**src/rtl/uart_pkg.sv**
```systemverilog
// Shared types and constants for the UART glue blocks.
// Holds the echo FSM state type, ASCII codes and a log2 helper.
package uart_pkg;

    typedef enum logic [1:0] {
        ST_IDLE,
        ST_WAIT_ACK,
        ST_WAIT_DONE,
        ST_SEND_LF
    } uart_echo_state_t;

    localparam logic [7:0] ASCII_CR = 8'h0D;
    localparam logic [7:0] ASCII_LF = 8'h0A;

    // Ceiling log2; returns 0 for v <= 1.
    function automatic int unsigned log2c(input int unsigned v);
        int unsigned r;
        r = 0;
        for (int i = 0; i < 32; i++) begin
            if ((64'd1 << i) < 64'(v)) r = i + 1;
        end
        return r;
    endfunction

endpackage

```
**src/rtl/uart_sync_fifo.sv**
```systemverilog
// Synchronous word FIFO with occupancy count and head-of-queue read data.
// A push at full is accepted only when a pop frees a slot in the same cycle.
module uart_sync_fifo
    import uart_pkg::*;
#(
    parameter int DATA_W = 8,
    parameter int DEPTH  = 16,
    localparam int ADDR_W = $clog2(DEPTH)
) (
    input  logic              clk,
    input  logic              rst,
    input  logic              push_i,
    input  logic [DATA_W-1:0] wdata_i,
    input  logic              pop_i,
    output logic [DATA_W-1:0] rdata_o,
    output logic              full_o,
    output logic              empty_o,
    output logic [ADDR_W:0]   count_o
);

    logic [DATA_W-1:0] mem_q [DEPTH];
    logic [ADDR_W-1:0] wr_ptr_q, wr_ptr_d;
    logic [ADDR_W-1:0] rd_ptr_q, rd_ptr_d;
    logic [ADDR_W:0]   count_q, count_d;
    logic              do_push, do_pop;

    assign full_o  = (count_q == (ADDR_W+1)'(DEPTH));
    assign empty_o = (count_q == '0);
    assign do_pop  = pop_i & ~empty_o;
    assign do_push = push_i & (~full_o | do_pop);
    assign rdata_o = mem_q[rd_ptr_q];
    assign count_o = count_q;

    always_comb begin
        wr_ptr_d = wr_ptr_q;
        rd_ptr_d = rd_ptr_q;
        count_d  = count_q;
        if (do_push) wr_ptr_d = wr_ptr_q + ADDR_W'(1);
        if (do_pop)  rd_ptr_d = rd_ptr_q + ADDR_W'(1);
        case ({do_push, do_pop})
            2'b10:   count_d = count_q + (ADDR_W+1)'(1);
            2'b01:   count_d = count_q - (ADDR_W+1)'(1);
            default: count_d = count_q;
        endcase
    end

    always_ff @(posedge clk) begin
        if (rst) begin
            wr_ptr_q <= '0;
            rd_ptr_q <= '0;
            count_q  <= '0;
        end else begin
            wr_ptr_q <= wr_ptr_d;
            rd_ptr_q <= rd_ptr_d;
            count_q  <= count_d;
        end
    end

    always_ff @(posedge clk) begin
        if (do_push) mem_q[wr_ptr_q] <= wdata_i;
    end

endmodule

```
**src/rtl/uart_echo_buf.sv**
```systemverilog
// Buffered UART echo between uart_rx and uart_tx with optional CR->CRLF,
// LED latch of the last received word and a sticky overrun flag.
module uart_echo_buf
    import uart_pkg::*;
#(
    parameter int DATA_W = 8,
    parameter int DEPTH  = 16,
    parameter int ACK_TO = 4,
    localparam int ADDR_W = $clog2(DEPTH)
) (
    input  logic              clk,
    input  logic              rst,
    input  logic              rx_valid,
    input  logic [DATA_W-1:0] rx_data,
    input  logic              tx_busy,
    output logic              tx_start,
    output logic [DATA_W-1:0] tx_data,
    input  logic              echo_en,
    input  logic              crlf_en,
    input  logic              clr_overrun,
    output logic [DATA_W-1:0] led_output,
    output logic [ADDR_W:0]   fifo_count,
    output logic              overrun
);

    localparam int TO_W = log2c(ACK_TO + 1);
    localparam bit CRLF_OK = (DATA_W >= 8);
    localparam logic [DATA_W-1:0] CR_W = DATA_W'(ASCII_CR);
    localparam logic [DATA_W-1:0] LF_W = DATA_W'(ASCII_LF);

    uart_echo_state_t  state_q, state_d;
    logic              lf_pend_q, lf_pend_d;
    logic              start_q, start_d;
    logic [DATA_W-1:0] data_q, data_d;
    logic [DATA_W-1:0] led_q, led_d;
    logic              ovr_q, ovr_d;
    logic [TO_W-1:0]   to_cnt_q, to_cnt_d;

    logic              push, pop, full, empty;
    logic [DATA_W-1:0] head;

    assign push = rx_valid & echo_en;

    uart_sync_fifo #(
        .DATA_W (DATA_W),
        .DEPTH  (DEPTH)
    ) u_fifo (
        .clk     (clk),
        .rst     (rst),
        .push_i  (push),
        .wdata_i (rx_data),
        .pop_i   (pop),
        .rdata_o (head),
        .full_o  (full),
        .empty_o (empty),
        .count_o (fifo_count)
    );

    always_comb begin
        state_d   = state_q;
        lf_pend_d = lf_pend_q;
        start_d   = 1'b0;
        data_d    = data_q;
        to_cnt_d  = to_cnt_q;
        pop       = 1'b0;
        case (state_q)
            ST_IDLE: begin
                if (!empty && !tx_busy) begin
                    pop       = 1'b1;
                    data_d    = head;
                    start_d   = 1'b1;
                    lf_pend_d = crlf_en && CRLF_OK && (head == CR_W);
                    to_cnt_d  = '0;
                    state_d   = ST_WAIT_ACK;
                end
            end
            // A transmitter that never acknowledges must not wedge the echo.
            ST_WAIT_ACK: begin
                if (tx_busy || to_cnt_q == TO_W'(ACK_TO - 1)) begin
                    state_d = ST_WAIT_DONE;
                end else begin
                    to_cnt_d = to_cnt_q + TO_W'(1);
                end
            end
            ST_WAIT_DONE: begin
                if (!tx_busy) begin
                    state_d = lf_pend_q ? ST_SEND_LF : ST_IDLE;
                end
            end
            ST_SEND_LF: begin
                if (!tx_busy) begin
                    data_d    = LF_W;
                    start_d   = 1'b1;
                    lf_pend_d = 1'b0;
                    to_cnt_d  = '0;
                    state_d   = ST_WAIT_ACK;
                end
            end
            default: state_d = ST_IDLE;
        endcase
    end

    always_comb begin
        led_d = led_q;
        ovr_d = ovr_q;
        if (rx_valid) led_d = rx_data;
        if (clr_overrun) ovr_d = 1'b0;
        if (push && full && !pop) ovr_d = 1'b1;
    end

    always_ff @(posedge clk) begin
        if (rst) begin
            state_q   <= ST_IDLE;
            lf_pend_q <= 1'b0;
            start_q   <= 1'b0;
            data_q    <= '0;
            led_q     <= '0;
            ovr_q     <= 1'b0;
            to_cnt_q  <= '0;
        end else begin
            state_q   <= state_d;
            lf_pend_q <= lf_pend_d;
            start_q   <= start_d;
            data_q    <= data_d;
            led_q     <= led_d;
            ovr_q     <= ovr_d;
            to_cnt_q  <= to_cnt_d;
        end
    end

    assign tx_start   = start_q;
    assign tx_data    = data_q;
    assign led_output = led_q;
    assign overrun    = ovr_q;

endmodule

```
**config.mk**
```make
export PLATFORM = sky130hd
export DESIGN_NAME = uart_echo_buf
export DESIGN_NICKNAME = d
export VERILOG_FILES = /design/src/rtl/uart_pkg.sv /design/src/rtl/uart_sync_fifo.sv /design/src/rtl/uart_echo_buf.sv
export SDC_FILE = /design/constraint.sdc
export NUM_CORES = 1
export LEC_CHECK = 0
export BUFFER_PORTS_ARGS = -buffer_cell sky130_fd_sc_hd__buf_2
export CAP_MARGIN = 20
export CORE_MARGIN = 2
export CORE_UTILIZATION = 30
export CTS_BUF_LIST = sky130_fd_sc_hd__clkbuf_4
export DETAILED_ROUTE_END_ITERATION = 12
export GPL_TIMING_DRIVEN = 0
export PLACE_DENSITY = 0.55
export SETUP_SLACK_MARGIN = 0.02
export SKIP_LAST_GASP = 1
export SYNTH_ARGS = -nofsm -noshare
export SYNTH_HDL_FRONTEND = slang
export SYNTH_SLANG_ARGS = --single-unit
```
**constraint.sdc**
```tcl
create_clock -name clk -period 4.12 [get_ports clk]
set_clock_uncertainty 0.1 [all_clocks]
set_input_delay 0.824 -clock clk [delete_from_list [all_inputs] [get_ports clk]]
set_output_delay 0.824 -clock clk [all_outputs]
set_load 0.02 [all_outputs]
```
---- Word-level counts from Yosys, hierarchy flattened ----
Memories as Yosys holds them, arrays and structs flattened. A register that Yosys moved wholly into a read port is not among the register bits.
Index checks and enable logic that the tools add are counted.
storage, ports and cells
  memories kept ........................... 1
  latch bits .............................. 0
  bits in read-only memories .............. 0
  logic and storage cells ................. 79
  register bits after elaboration ......... 37
  input bits .............................. 15
  bits in writable memories ............... 128
  output and inout port bits .............. 23
cells by class
  shift operators ......................... 0
  reduce and logical (&&, ||, !) cells .... 17
  multiply operators ...................... 0
  magnitude comparators ................... 0
  equality and inequality tests ........... 13
  muxes and demuxes ....................... 27
  divide/modulo/power cells ............... 0
  $add $sub $neg .......................... 5
  bitwise logic cells ..................... 6
memory list
  memory        depth  width  rd ports  clocked after Yosys merged registers in  write ports  line                  text
  u_fifo.mem_q  16     8      1         1                                        1            uart_sync_fifo.sv:21  logic [DATA_W-1:0] mem_q [DEPTH];
operators with widths
  cell                 number
  $mux 8               2
  $pmux 8 s2           1
  $mux 2               5
  $ne 2x2->1 const B   5
  $pmux 5 s2           1
  $mux 1               9
  $mux 3               3
  $pmux 3 s3           1
  $add 4x1->4 const B  2
  $eq 8x4->1 const B   1
  $mux 4               2
  $pmux 2 s4           1
  $reduce_and 4->1     2
  $eq 2x2->1 const B   3
  $reduce_bool 2->1    3
  $add 5x1->5 const B  1
  $eq 5x5->1 const B   1
  $logic_not 5->1      1
  $sub 5x1->5 const B  1
  $eq 2x1->1 const B   2
  $logic_and 1x1->1    4
  $pmux 1 s2           2
  $add 3x1->3 const B  1
  $and 1x1->1          3
  other kinds (8)      11

---- Depth between registers and ports, before layout ----
Gate-level depths: netlist of run 1.
  depth after elaboration ................. 10
  depth in mapped cells ................... 10

---- Modules after synthesis ----
A second synthesis of run 1 with hierarchy kept.
second synthesis, totals
  cell total of the unflattened synthesis .. 458
  area total of the unflattened synthesis .. 7131.8 um2
modules (own cells, without submodules)
  module          times used  sequential area each (um2)  area each (um2)  cells each
  uart_sync_fifo  1           4184.0                      5858.1           326
  uart_echo_buf   1           480.5                       1273.7           132

---- Worst setup path after synthesis of run 1 ----
Ideal clock, no wire load.
  kind .................................... in2reg
  start point ............................. input port rx_valid
  end point ............................... memory u_fifo.mem_q[3][0], enable pin
  data required time ...................... 3.637 ns
  cell stages on the path ................. 6
  slack ................................... 1.209 ns
  path buffers ............................ 2
  setup time .............................. 0.383 ns
  arrival ................................. 2.428 ns
  cell sequence ........................... buf_2 > nand2_1 > a31oi_1 > clkbuf_1 > nand2_1 > nor3_1
on the way
  cells in the longest elaborated chain, start to end .. 4
ends and longest elaborated chain
  element                       line                  text
  from (decl)                   uart_echo_buf.sv:13   input logic rx_valid,
  $and 1x1->1                   uart_echo_buf.sv:42   assign push = rx_valid & echo_en;
  $and 1x1->1                   uart_sync_fifo.sv:30  assign do_push = push_i & (~full_o | do_pop);
  $mux 1                        uart_sync_fifo.sv:60  if (do_push) mem_q[wr_ptr_q] <= wdata_i;
  $mux 1 (implied by the code)  uart_sync_fifo.sv:60
  to (decl)                     uart_sync_fifo.sv:21
No other way between the ends.

---- Worst setup path in the final report of run 1 ----
  start point ............................. register state_q[0]
  end point ............................... memory u_fifo.mem_q[13][7], enable pin
on the way
  cells in the longest elaborated chain, start to end .. 7
ends and longest elaborated chain
  element                       line                  text
  from (decl)                   uart_echo_buf.sv:31   uart_echo_state_t state_q, state_d;
  from (signal assigned)        uart_echo_buf.sv:121  state_q <= state_d;
  $logic_not 2->1               uart_echo_buf.sv:66   case (state_q)
  $mux 1                        uart_echo_buf.sv:66
  $and 1x1->1                   uart_sync_fifo.sv:29  assign do_pop = pop_i & ~empty_o;
  $or 1x1->1                    uart_sync_fifo.sv:30
  $and 1x1->1                   uart_sync_fifo.sv:30
  $mux 1                        uart_sync_fifo.sv:60
  $mux 1 (implied by the code)  uart_sync_fifo.sv:60
No other way between the ends.

==> impl_metrics.xml, run 1 <==
<?xml version="1.0" encoding="UTF-8"?>
<metrics>
  <group name="cells_and_area">
    <metric name="final_cells" unit="">773</metric>
    <metric name="area.growth.synth_to_final" unit="%">13.05</metric>
    <metric name="multi_input_area" unit="um2">2026</metric>
    <metric name="layout.filler_cells" unit="">2134</metric>
    <metric name="final_layout_size_suffix_gt1_frac" unit="">0.2197</metric>
    <metric name="nets" unit="">502</metric>
    <metric name="register_cell_area_after_layout" unit="um2">4664</metric>
  </group>
  <group name="placed_design">
    <metric name="gp_congestion" unit="">0.7439</metric>
    <metric name="placement.io_buffers" unit="">36</metric>
    <metric name="numPlacedInstances" unit="">737</metric>
    <metric name="hpwl" unit="mm">9.791</metric>
  </group>
  <group name="timing">
    <metric name="finalHoldViolCount" unit="">0</metric>
    <metric name="timing_worst_slew_pin_value" unit="ns">1.100</metric>
    <metric name="setup_repair_after_global_routing_missed_its_margin" unit="">no</metric>
    <metric name="report.final.setup_viol" unit="">0</metric>
    <metric name="post-route-period-util" unit="">0.7910</metric>
    <metric name="fin_crit" unit="ns">3.259</metric>
    <metric name="maxSlewHeadroom" unit="">0.2642</metric>
    <metric name="fmaxAchievable" unit="GHz">0.3069</metric>
    <metric name="final.setup.tns" unit="ns">0</metric>
    <metric name="slew_viol_final" unit="">0</metric>
  </group>
  <group name="synth">
    <metric name="synth_seq_cells" unit="">169</metric>
    <metric name="synth_sequential_area_ratio" unit="">0.6833</metric>
    <metric name="post_synth_main_area_contributors" unit="">edfxtp_1, dfxtp_1, mux4_2</metric>
    <metric name="syn_area_per_cell" unit="um2">16.45</metric>
    <metric name="mapped_cells" unit="">415</metric>
    <metric name="synth_largest_area_cell" unit="">edfxtp_1</metric>
    <metric name="synth.distinct_cells" unit="">48</metric>
    <metric name="cell_with_the_most_instances_after_synthesis" unit="">edfxtp_1</metric>
    <metric name="yosysWarningCount" unit="">0</metric>
    <metric name="synth-main-ff-cell" unit="">edfxtp_1</metric>
    <metric name="synthArstFlopShare" unit="">0</metric>
    <metric name="synthTopCellsByCount" unit="">edfxtp_1, nor2_1, dfxtp_1</metric>
    <metric name="mappedNetlistNets" unit="">443</metric>
    <metric name="synth_edf_count" unit="">128</metric>
    <metric name="yosys.area.top_type_share" unit="">0.5630</metric>
    <metric name="netlist_area" unit="um2">6827</metric>
  </group>
  <group name="grt">
    <metric name="sum_of_overflow_across_all_layers_after_global_routing" unit="">0</metric>
    <metric name="grt_first_pass_wirelength" unit="mm">22.20</metric>
    <metric name="antenna_found_initial" unit="">1</metric>
    <metric name="grt_start_max_net_pins" unit="">18</metric>
    <metric name="global_route.usage.total" unit="">0.1283</metric>
    <metric name="grt_pass1_vias" unit="">3794</metric>
  </group>
  <group name="critical_path">
    <metric name="critical_path_class" unit="">reg2reg</metric>
    <metric name="worstPathArrival" unit="ns">3.33</metric>
    <metric name="cp_max_fo" unit="">10</metric>
    <metric name="worst_r2r_setup_slack" unit="ns">0.86</metric>
    <metric name="worst_r2r_endpoint" unit="">u_fifo.mem_q[13][7]$_DFFE_PP_</metric>
    <metric name="r2r.worst_path.cells" unit="">7</metric>
    <metric name="critical_path_required" unit="ns">4.19</metric>
    <metric name="critPathLaunch" unit="">state_q[0]$_SDFFE_PP0P_</metric>
    <metric name="worstReg2RegStart" unit="">state_q[0]$_SDFFE_PP0P_</metric>
    <metric name="crit_path_end_kind" unit="">flop</metric>
    <metric name="cp-start-kind" unit="">flop</metric>
  </group>
  <group name="floorplanning">
    <metric name="die-area" unit="um2">23980</metric>
    <metric name="fp.dieW" unit="um">154.9</metric>
    <metric name="fp.coreArea" unit="um2">22500</metric>
    <metric name="die_height" unit="um">154.9</metric>
    <metric name="design.portCount" unit="">38</metric>
    <metric name="row_cnt" unit="">55</metric>
    <metric name="initial_core_utilization" unit="">0.3034</metric>
  </group>
  <group name="clocking">
    <metric name="cts_tree" unit="">built</metric>
    <metric name="total_clock_buffers_created_by_cts" unit="">17</metric>
    <metric name="clk_latency" unit="ns">0.56</metric>
    <metric name="clkTransAtPathRegs" unit="ns">0.14</metric>
    <metric name="hold_buffers" unit="">0</metric>
    <metric name="postCtsSetupBuffers" unit="">0</metric>
    <metric name="ctsHtreeMaxLevel" unit="">4</metric>
    <metric name="cts.sink_count" unit="">169</metric>
    <metric name="post_cts.resized_instances" unit="">0</metric>
    <metric name="cts-root-buf" unit="">clkbuf_4</metric>
    <metric name="cts_max_path_buffers" unit="">2</metric>
  </group>
  <group name="hold_path">
    <metric name="hold_path_end" unit="">tx_data[1]$_SDFFE_PP0P_</metric>
    <metric name="worstHoldStart" unit="">tx_data[1]$_SDFFE_PP0P_</metric>
    <metric name="hold_depth" unit="">2</metric>
    <metric name="worst_hold_path_type" unit="">reg2reg</metric>
  </group>
  <group name="drt">
    <metric name="top_signal_layer_used" unit="">met4</metric>
    <metric name="via_to_cell_ratio" unit="">4.853</metric>
    <metric name="drt_iter0_markers" unit="">223</metric>
    <metric name="post_drt_wl_per_cell" unit="um">19.19</metric>
    <metric name="detailroute.via_count" unit="">3751</metric>
    <metric name="drt_first_pass_iters" unit="">4</metric>
    <metric name="routed-wl-met3" unit="um">906</metric>
    <metric name="wl_met1" unit="mm">6.248</metric>
    <metric name="drc_violations_left" unit="">0</metric>
    <metric name="drt-total-wl" unit="mm">14.83</metric>
    <metric name="antenna_violating_nets_post_route" unit="">0</metric>
    <metric name="routed-wl-met2" unit="mm">7.341</metric>
  </group>
  <group name="power">
    <metric name="power_leakage" unit="nW">2.635</metric>
    <metric name="power-per-cell-area" unit="nW/um2">503.1</metric>
    <metric name="worst_ir_drop_vdd" unit="mV">0.1900</metric>
    <metric name="report.power.total" unit="mW">3.883</metric>
  </group>
  <group name="job">
    <metric name="maxCapViolCount" unit="">0</metric>
  </group>
  <group name="status">
    <metric name="run_status" unit="">completed</metric>
  </group>
</metrics>
[layout make-up]
type,count,share of cell area
antenna,1,0.0003243
clock inverter,15,0.02108
tap,285,0.04621
inverter,11,0.005350
timing repair buffer,40,0.02870
sequential,169,0.6044
multi-input combinational,217,0.2625
buffer,18,0.01492
clock buffer,17,0.01654
[placed cells by master, fill, tap and decap left out, types with 13 or more instances in the layout]
master,n
mux2i_1,13
nand2_1,17
buf_2,40
ha_1,13
dfxtp_1,41
mux4_2,18
mux4_1,15
a22oi_1,18
nor2_1,49
clkbuf_4,17
edfxtp_1,128
[metrics by stage]
| stage | cell area (um2) | setup WS (ns) | utilization | hold WS, ns |
|---|---|---|---|---|
| floorplan | 6827 | 1.209 | - | 0.3678 |
| global placement | 7363 | 0.1240 | 0.3272 | 0.3497 |
| detailed placement | 7395 | 0.4912 | 0.3286 | 0.3731 |
| CTS | 7685 | 0.8769 | 0.3415 | 0.3922 |
| global route | 7717 | 0.5763 | 0.3430 | 0.4096 |
| finish | 7717 | 0.8611 | 0.3430 | 0.3817 |
[sequential cells by signal, indices dropped and copies added (netlist names), 2 cells and up, named ones only]
register / count
u_fifo.rd_ptr_q: 4
u_fifo.mem_q: 128
u_fifo.wr_ptr_q: 4
to_cnt_q: 3
led_output: 8
state_q: 2
tx_data: 8
u_fifo.count_o: 5
[cells by family (layout without fill, tap and decap cells)]
| kind of cell | count (synthesis) | count (layout) | share of synthesized area |
|---|---|---|---|
| AOI/OAI and AO/OA | 47 | 47 | 0.04875 |
| xor gates and xnor gates | 10 | 10 | 0.01283 |
| adders and majority gates | 13 | 13 | 0.02383 |
| buffers and inverters | 29 | 101 | 0.02291 |
| DFF | 169 | 169 | 0.6833 |
| muxes | 46 | 46 | 0.1362 |
| other | 0 | 1 | 0 |
| and+or+nand+nor | 101 | 101 | 0.07221 |
[metal layers]
| metal | GRT usage | up-vias |
|---|---|---|
| li1 | - | 1742 |
| met1 | 0.1549 | 1883 |
| met2 | 0.2132 | 102 |
| met3 | 0.04178 | 24 |
| met4 | 0.05203 | 0 |
| met5 | 0 | - |
[critical path, stage by stage, from the launching register on]
cell and delay, ns:
dfxtp_1 0.36, inv_1 0.14, ha_1 0.31, nand2b_1 0.17, a31oi_1 0.29, clkbuf_1 0.40
nand2_1 0.23, nor2_1 0.87
[worst max path at each step]
| stage | depth (start not counted) | to |
|---|---|---|
| global placement | 6 | u_fifo.mem_q[1][0]$_DFFE_PP_ |
| floorplan | 6 | u_fifo.mem_q[3][0]$_DFFE_PP_ |
| finish | 7 | u_fifo.mem_q[13][7]$_DFFE_PP_ |
| CTS | 7 | u_fifo.mem_q[7][7]$_DFFE_PP_ |
| global route | 7 | u_fifo.mem_q[13][7]$_DFFE_PP_ |
| detailed placement | 6 | u_fifo.mem_q[6][4]$_DFFE_PP_ |
[report_power, final]
group,switching [mW],internal (mW),total (mW)
registers,0.0811,1.92,2.00
logic,0.543,0.367,0.910
clock network,0.598,0.374,0.972
Note: power is estimated with default switching activity, not from simulation.
==> run 2, diff against run 1 <==
- clock period: 4.12 -> 3.2 ns (I/O delays scaled with it)
==> impl_metrics.xml, run 2 (synthesized netlist as in run 1, its figures left out) <==
<?xml version="1.0" encoding="UTF-8"?>
<metrics>
  <group name="critical_path">
    <metric name="worst_r2r_setup_slack" unit="ns">0.29</metric>
    <metric name="cp_top_family" unit="">simple AND/OR/NAND/NOR gates</metric>
    <metric name="critPathSlowestCell" unit="">nor2_1</metric>
    <metric name="critical_path_required" unit="ns">3.37</metric>
    <metric name="crit_path_end_kind" unit="">flop</metric>
    <metric name="r2r.worst_path.cells" unit="">8</metric>
    <metric name="cp_max_fo" unit="">10</metric>
    <metric name="cp-start-kind" unit="">flop</metric>
    <metric name="timing.critical_path.cells" unit="">inv_1, ha_1, nand2b_1, a31oi_1, clkbuf_2, nand2_1, nor2_1, buf_6</metric>
    <metric name="critical_path.max_stage_delay" unit="ns">0.54</metric>
    <metric name="critical_path_buf_inv_count" unit="">3</metric>
    <metric name="critPathLaunch" unit="">state_q[0]$_SDFFE_PP0P_</metric>
    <metric name="worstPathArrival" unit="ns">3.08</metric>
    <metric name="worstReg2RegStart" unit="">state_q[0]$_SDFFE_PP0P_</metric>
    <metric name="critical_path_class" unit="">reg2reg</metric>
    <metric name="worst_r2r_endpoint" unit="">u_fifo.mem_q[14][6]$_DFFE_PP_</metric>
  </group>
  <group name="clocking">
    <metric name="hold_buffers" unit="">0</metric>
    <metric name="ctsHtreeMaxLevel" unit="">4</metric>
    <metric name="cts-root-buf" unit="">clkbuf_4</metric>
    <metric name="cts_max_path_buffers" unit="">2</metric>
    <metric name="total_clock_buffers_created_by_cts" unit="">17</metric>
    <metric name="cts_tree" unit="">built</metric>
    <metric name="cts.sink_count" unit="">169</metric>
    <metric name="clk_latency" unit="ns">0.56</metric>
    <metric name="clkTransAtPathRegs" unit="ns">0.14</metric>
  </group>
  <group name="grt">
    <metric name="sum_of_overflow_across_all_layers_after_global_routing" unit="">0</metric>
    <metric name="grt_use_met3" unit="">0.04178</metric>
    <metric name="grt_first_pass_wirelength" unit="mm">22.23</metric>
    <metric name="grt.busiest_layer" unit="">met2</metric>
    <metric name="grt_start_max_net_pins" unit="">18</metric>
    <metric name="grt_pass1_vias" unit="">3796</metric>
    <metric name="antenna_found_initial" unit="">1</metric>
    <metric name="met2_usage" unit="">0.2136</metric>
    <metric name="global_route.usage.total" unit="">0.1286</metric>
    <metric name="use_met1" unit="">0.1552</metric>
  </group>
  <group name="hold_path">
    <metric name="worstHoldStart" unit="">clr_overrun</metric>
    <metric name="hold_path_end" unit="">overrun$_SDFFE_PP0P_</metric>
    <metric name="hold_depth" unit="">3</metric>
    <metric name="worst_hold_path_type" unit="">in2reg</metric>
  </group>
  <group name="drt">
    <metric name="drt_iter0_markers" unit="">248</metric>
    <metric name="drt_first_pass_iters" unit="">4</metric>
    <metric name="post_drt_wl_per_cell" unit="um">19.14</metric>
    <metric name="drt-total-wl" unit="mm">14.85</metric>
    <metric name="drc_violations_left" unit="">0</metric>
    <metric name="via_to_cell_ratio" unit="">4.899</metric>
    <metric name="detailroute.via_count" unit="">3802</metric>
    <metric name="antenna_violating_nets_post_route" unit="">0</metric>
  </group>
  <group name="cells_and_area">
    <metric name="layout.filler_cells" unit="">2120</metric>
    <metric name="final_area" unit="um2">7809</metric>
    <metric name="mostFrequentLayoutCell" unit="">edfxtp_1</metric>
    <metric name="layout.cells.most_common_list" unit="">edfxtp_1, dfxtp_1, buf_2, nor2_1</metric>
    <metric name="area.growth.synth_to_final" unit="%">14.39</metric>
    <metric name="biggest_register" unit="">u_fifo.mem_q</metric>
    <metric name="final_layout_size_suffix_gt1_frac" unit="">0.2449</metric>
    <metric name="largest_register_ff_count" unit="">128</metric>
    <metric name="nets" unit="">505</metric>
  </group>
  <group name="placed_design">
    <metric name="placement.io_buffers" unit="">36</metric>
    <metric name="placed_area" unit="um2">7395</metric>
    <metric name="hpwl" unit="mm">9.791</metric>
    <metric name="gp_congestion" unit="">0.7439</metric>
  </group>
  <group name="power">
    <metric name="worst_ir_drop_vdd" unit="mV">0.2495</metric>
    <metric name="power-per-cell-area" unit="nW/um2">641.0</metric>
    <metric name="power_leakage" unit="nW">2.647</metric>
  </group>
  <group name="floorplanning">
    <metric name="row_cnt" unit="">55</metric>
    <metric name="die_height" unit="um">154.9</metric>
    <metric name="design.portCount" unit="">38</metric>
    <metric name="die-area" unit="um2">23980</metric>
    <metric name="fp.dieW" unit="um">154.9</metric>
    <metric name="fp.coreArea" unit="um2">22500</metric>
    <metric name="initial_core_utilization" unit="">0.3034</metric>
  </group>
  <group name="job">
    <metric name="maxCapViolCount" unit="">0</metric>
  </group>
  <group name="timing">
    <metric name="final.setup.tns" unit="ns">0</metric>
    <metric name="finalHoldViolCount" unit="">0</metric>
    <metric name="post-route-period-util" unit="">0.9084</metric>
    <metric name="setup_repair_after_global_routing_missed_its_margin" unit="">no</metric>
    <metric name="fmaxAchievable" unit="GHz">0.3440</metric>
    <metric name="fin_crit" unit="ns">2.907</metric>
    <metric name="worst_hold_margin" unit="ns">0.2543</metric>
    <metric name="report.final.setup_viol" unit="">0</metric>
    <metric name="timing_worst_slew_pin_value" unit="ns">0.8397</metric>
    <metric name="slew_viol_final" unit="">0</metric>
    <metric name="maxSlewHeadroom" unit="">0.4372</metric>
  </group>
  <group name="status">
    <metric name="run_status" unit="">completed</metric>
  </group>
</metrics>
==> run 2: cell types whose count changed in the layout (fill, tap and decap cells not counted), sizes merged <==
| cell | before | now |
|---|---|---|
| buf | 50 | 53 |
==> run 2: cell type report <==
type | count | area, um2 | area share
Sequential cell | 169 | 4664 | 0.5973
Multi-Input combinational cell | 217 | 2081 | 0.2665
Tap cell | 285 | 356.6 | 0.04567
Timing Repair Buffer | 43 | 256.5 | 0.03285
Clock inverter | 15 | 162.7 | 0.02083
Clock buffer | 17 | 127.6 | 0.01634
Buffer | 18 | 116.4 | 0.01490
Inverter | 11 | 41.29 | 0.005288
Antenna cell | 1 | 2.502 | 0.0003205
==> run 2: worst max-delay path by stage <==
stage,end,slack (ns),cells past startpoint
detailed placement,u_fifo.mem_q[6][4]$_DFFE_PP_,-0.24,6
finish,u_fifo.mem_q[14][6]$_DFFE_PP_,0.29,8
global placement,u_fifo.mem_q[1][0]$_DFFE_PP_,-0.61,6
CTS,u_fifo.mem_q[7][7]$_DFFE_PP_,-0.04,7
global route,u_fifo.mem_q[2][1]$_DFFE_PP_,0.1,7
floorplan,u_fifo.mem_q[3][0]$_DFFE_PP_,0.47,6
==> run 2: routing by layer <==
| metal | vias to the layer above | part of all wire |
|---|---|---|
| met3 | 25 | 0.060 |
| met5 | - | 0 |
| met4 | 0 | 0.023 |
| met2 | 108 | 0.49 |
| met1 | 1917 | 0.42 |
| li1 | 1752 | - |
==> run 2: repair_timing <==
item	CTS	global route
resized for setup	3	14
setup buffers	0	3
pin swaps	0	2
cloned	0	0
setup endpoints to repair	72	98
==> run 2: tightest hold or removal path: cells and delay by family <==
kind	cells	cell delay, ns
compound gates	1	0.06
simple gates	1	0.10
buf+inv	1	0.07
==> run 2: stage by stage <==
step / std cells / worst slack, ns / util / power [mW]
after CTS: 769 / -0.04312 / 0.3418 / 5.040
after floorplan: 415 / 0.4727 / - / 3.460
after global routing: 776 / 0.09986 / 0.3470 / 5.257
after global placement: 736 / -0.6120 / 0.3272 / 3.760
after detailed placement: 737 / -0.2448 / 0.3286 / 3.804
final: 776 / 0.2932 / 0.3470 / 5.006
==> run 2: where the power goes <==
| part | switching, mW | internal, mW | total (mW) |
|---|---|---|---|
| Clock | 0.766 | 0.481 | 1.25 |
| Sequential | 0.104 | 2.47 | 2.58 |
| Combinational | 0.705 | 0.479 | 1.18 |
| Total | 1.57 | 3.43 | 5.01 |
==> run 3, diff against run 2 <==
- PLACE_DENSITY: 0.55 -> 0.46
==> impl_metrics.xml, run 3 (synthesized netlist as in run 1, its figures left out) <==
<?xml version="1.0" encoding="UTF-8"?>
<metrics>
  <group name="cells_and_area">
    <metric name="largest_register_ff_count" unit="">128</metric>
    <metric name="area.growth.synth_to_final" unit="%">14.46</metric>
    <metric name="postLayoutCoreUtil" unit="">0.3472</metric>
    <metric name="final_layout_size_suffix_gt1_frac" unit="">0.2408</metric>
    <metric name="layout.cells.most_common_list" unit="">edfxtp_1, dfxtp_1, buf_2, nor2_1</metric>
    <metric name="nets" unit="">505</metric>
    <metric name="layout.filler_cells" unit="">2166</metric>
    <metric name="biggest_register" unit="">u_fifo.mem_q</metric>
    <metric name="mostFrequentLayoutCell" unit="">edfxtp_1</metric>
  </group>
  <group name="timing">
    <metric name="fin_crit" unit="ns">3.040</metric>
    <metric name="report.final.setup_viol" unit="">0</metric>
    <metric name="slew_viol_final" unit="">0</metric>
    <metric name="worst_hold_margin" unit="ns">0.2492</metric>
    <metric name="finalHoldViolCount" unit="">0</metric>
    <metric name="setup_repair_after_global_routing_missed_its_margin" unit="">yes</metric>
    <metric name="timing_worst_slew_pin_value" unit="ns">0.8866</metric>
    <metric name="post-route-period-util" unit="">0.9500</metric>
    <metric name="fmaxAchievable" unit="GHz">0.3289</metric>
    <metric name="maxSlewHeadroom" unit="">0.4089</metric>
  </group>
  <group name="drt">
    <metric name="drt_first_pass_iters" unit="">5</metric>
    <metric name="detailroute.via_count" unit="">3789</metric>
    <metric name="drt-total-wl" unit="mm">15.71</metric>
    <metric name="antenna_violating_nets_post_route" unit="">0</metric>
    <metric name="via_to_cell_ratio" unit="">4.883</metric>
    <metric name="drc_violations_left" unit="">0</metric>
    <metric name="drt_iter0_markers" unit="">299</metric>
    <metric name="post_drt_wl_per_cell" unit="um">20.24</metric>
  </group>
  <group name="grt">
    <metric name="sum_of_overflow_across_all_layers_after_global_routing" unit="">0</metric>
    <metric name="grt_pass1_vias" unit="">3811</metric>
    <metric name="antenna_found_initial" unit="">1</metric>
    <metric name="grt_first_pass_wirelength" unit="mm">23.65</metric>
    <metric name="grt_start_max_net_pins" unit="">18</metric>
    <metric name="global_route.usage.total" unit="">0.1368</metric>
  </group>
  <group name="clocking">
    <metric name="hold_buffers" unit="">0</metric>
    <metric name="cts_max_path_buffers" unit="">2</metric>
    <metric name="post_cts.resized_instances" unit="">8</metric>
    <metric name="cts-root-buf" unit="">clkbuf_4</metric>
    <metric name="total_clock_buffers_created_by_cts" unit="">17</metric>
    <metric name="clkTransAtPathRegs" unit="ns">0.15</metric>
    <metric name="clk_latency" unit="ns">0.56</metric>
    <metric name="postCtsSetupBuffers" unit="">0</metric>
    <metric name="cts.sink_count" unit="">169</metric>
    <metric name="cts_tree" unit="">built</metric>
    <metric name="ctsHtreeMaxLevel" unit="">4</metric>
  </group>
  <group name="floorplanning">
    <metric name="initial_core_utilization" unit="">0.3034</metric>
    <metric name="fp.dieW" unit="um">154.9</metric>
    <metric name="design.portCount" unit="">38</metric>
    <metric name="die-area" unit="um2">23980</metric>
    <metric name="fp.coreArea" unit="um2">22500</metric>
    <metric name="row_cnt" unit="">55</metric>
    <metric name="die_height" unit="um">154.9</metric>
  </group>
  <group name="placed_design">
    <metric name="hpwl" unit="mm">10.70</metric>
    <metric name="gp_congestion" unit="">0.7432</metric>
    <metric name="placement.io_buffers" unit="">36</metric>
  </group>
  <group name="critical_path">
    <metric name="worstReg2RegStart" unit="">state_q[0]$_SDFFE_PP0P_</metric>
    <metric name="critPathLaunch" unit="">state_q[0]$_SDFFE_PP0P_</metric>
    <metric name="cp_max_fo" unit="">10</metric>
    <metric name="critical_path_class" unit="">reg2reg</metric>
    <metric name="crit_path_end_kind" unit="">flop</metric>
    <metric name="cp-start-kind" unit="">flop</metric>
    <metric name="worstPathArrival" unit="ns">3.13</metric>
    <metric name="critical_path_required" unit="ns">3.29</metric>
  </group>
  <group name="power">
    <metric name="power-per-cell-area" unit="nW/um2">646.9</metric>
    <metric name="power_leakage" unit="nW">2.650</metric>
    <metric name="worst_ir_drop_vdd" unit="mV">0.2028</metric>
  </group>
  <group name="status">
    <metric name="run_status" unit="">completed</metric>
  </group>
  <group name="job">
    <metric name="maxCapViolCount" unit="">0</metric>
  </group>
  <group name="hold_path">
    <metric name="worstHoldStart" unit="">clr_overrun</metric>
    <metric name="worst_hold_path_type" unit="">in2reg</metric>
  </group>
</metrics>
==> run 3: cell count changes in the layout (fill, tap and decap cells not counted), sizes merged <==
cell      delta
clkinv       +2
inv          -2
clkbuf       +1
clkinvlp     -1
==> run 3: critical path: stages (launching register included) <==
cell and delay (ns):
dfxtp_1 0.36, inv_1 0.13, ha_1 0.32, nand2b_1 0.18, a31oi_1 0.30, clkbuf_1 0.42
nand2_1 0.24, nor2_2 0.63
==> run 3: final cells by class <==
class | instances | area, um2 | share of cell area
Timing Repair Buffer | 43 | 259.0 | 0.03315
Multi-Input combinational cell | 217 | 2076 | 0.2657
Clock inverter | 14 | 163.9 | 0.02098
Antenna cell | 1 | 2.502 | 0.0003203
Buffer | 18 | 115.1 | 0.01473
Clock buffer | 18 | 135.1 | 0.01729
Inverter | 11 | 41.29 | 0.005284
Sequential cell | 169 | 4664 | 0.5970
Tap cell | 285 | 356.6 | 0.04564
==> run 3: metrics by stage <==
| step | std cells | area, um2 | setup WS [ns] | power (mW) | TNS (ns) |
|---|---|---|---|---|---|
| detailed placement | 743 | 7462 | -0.3025 | 3.826 | -15.95 |
| global placement | 736 | 7363 | -0.7671 | 3.790 | -42.69 |
| finish | 776 | 7814 | 0.1600 | 5.055 | 0 |
| floorplan | 415 | 6827 | 0.4727 | 3.460 | 0 |
| global route | 776 | 7814 | -0.05372 | 5.325 | -1.284 |
| CTS | 775 | 7781 | 0.04153 | 5.107 | 0 |
==> run 3: path summary, 6_finish.rpt <==
path | to | slack, ns | cells after the start
setup / recovery | u_fifo.mem_q[9][2]$_DFFE_PP_ | 0.16 | 7
hold / removal | overrun$_SDFFE_PP0P_ | 0.25 | 3
setup reg to reg | u_fifo.mem_q[9][2]$_DFFE_PP_ | 0.16 | 7
hold reg to reg | tx_data[1]$_SDFFE_PP0P_ | 0.38 | 2
==> run 3: power breakdown <==
group	internal (mW)	switching, mW	total, mW
Combinational	0.476	0.723	1.20
Sequential	2.47	0.103	2.57
Clock	0.494	0.788	1.28
Total	3.44	1.61	5.05
==> run 3: layer usage <==
metal / wire length (um) / share of wire / track usage
met5: 0 / 0 / 0
met4: 204 / 0.013 / 0.04056
met3: 682 / 0.043 / 0.03315
met2: 7542 / 0.48 / 0.2247
met1: 7280 / 0.46 / 0.1812
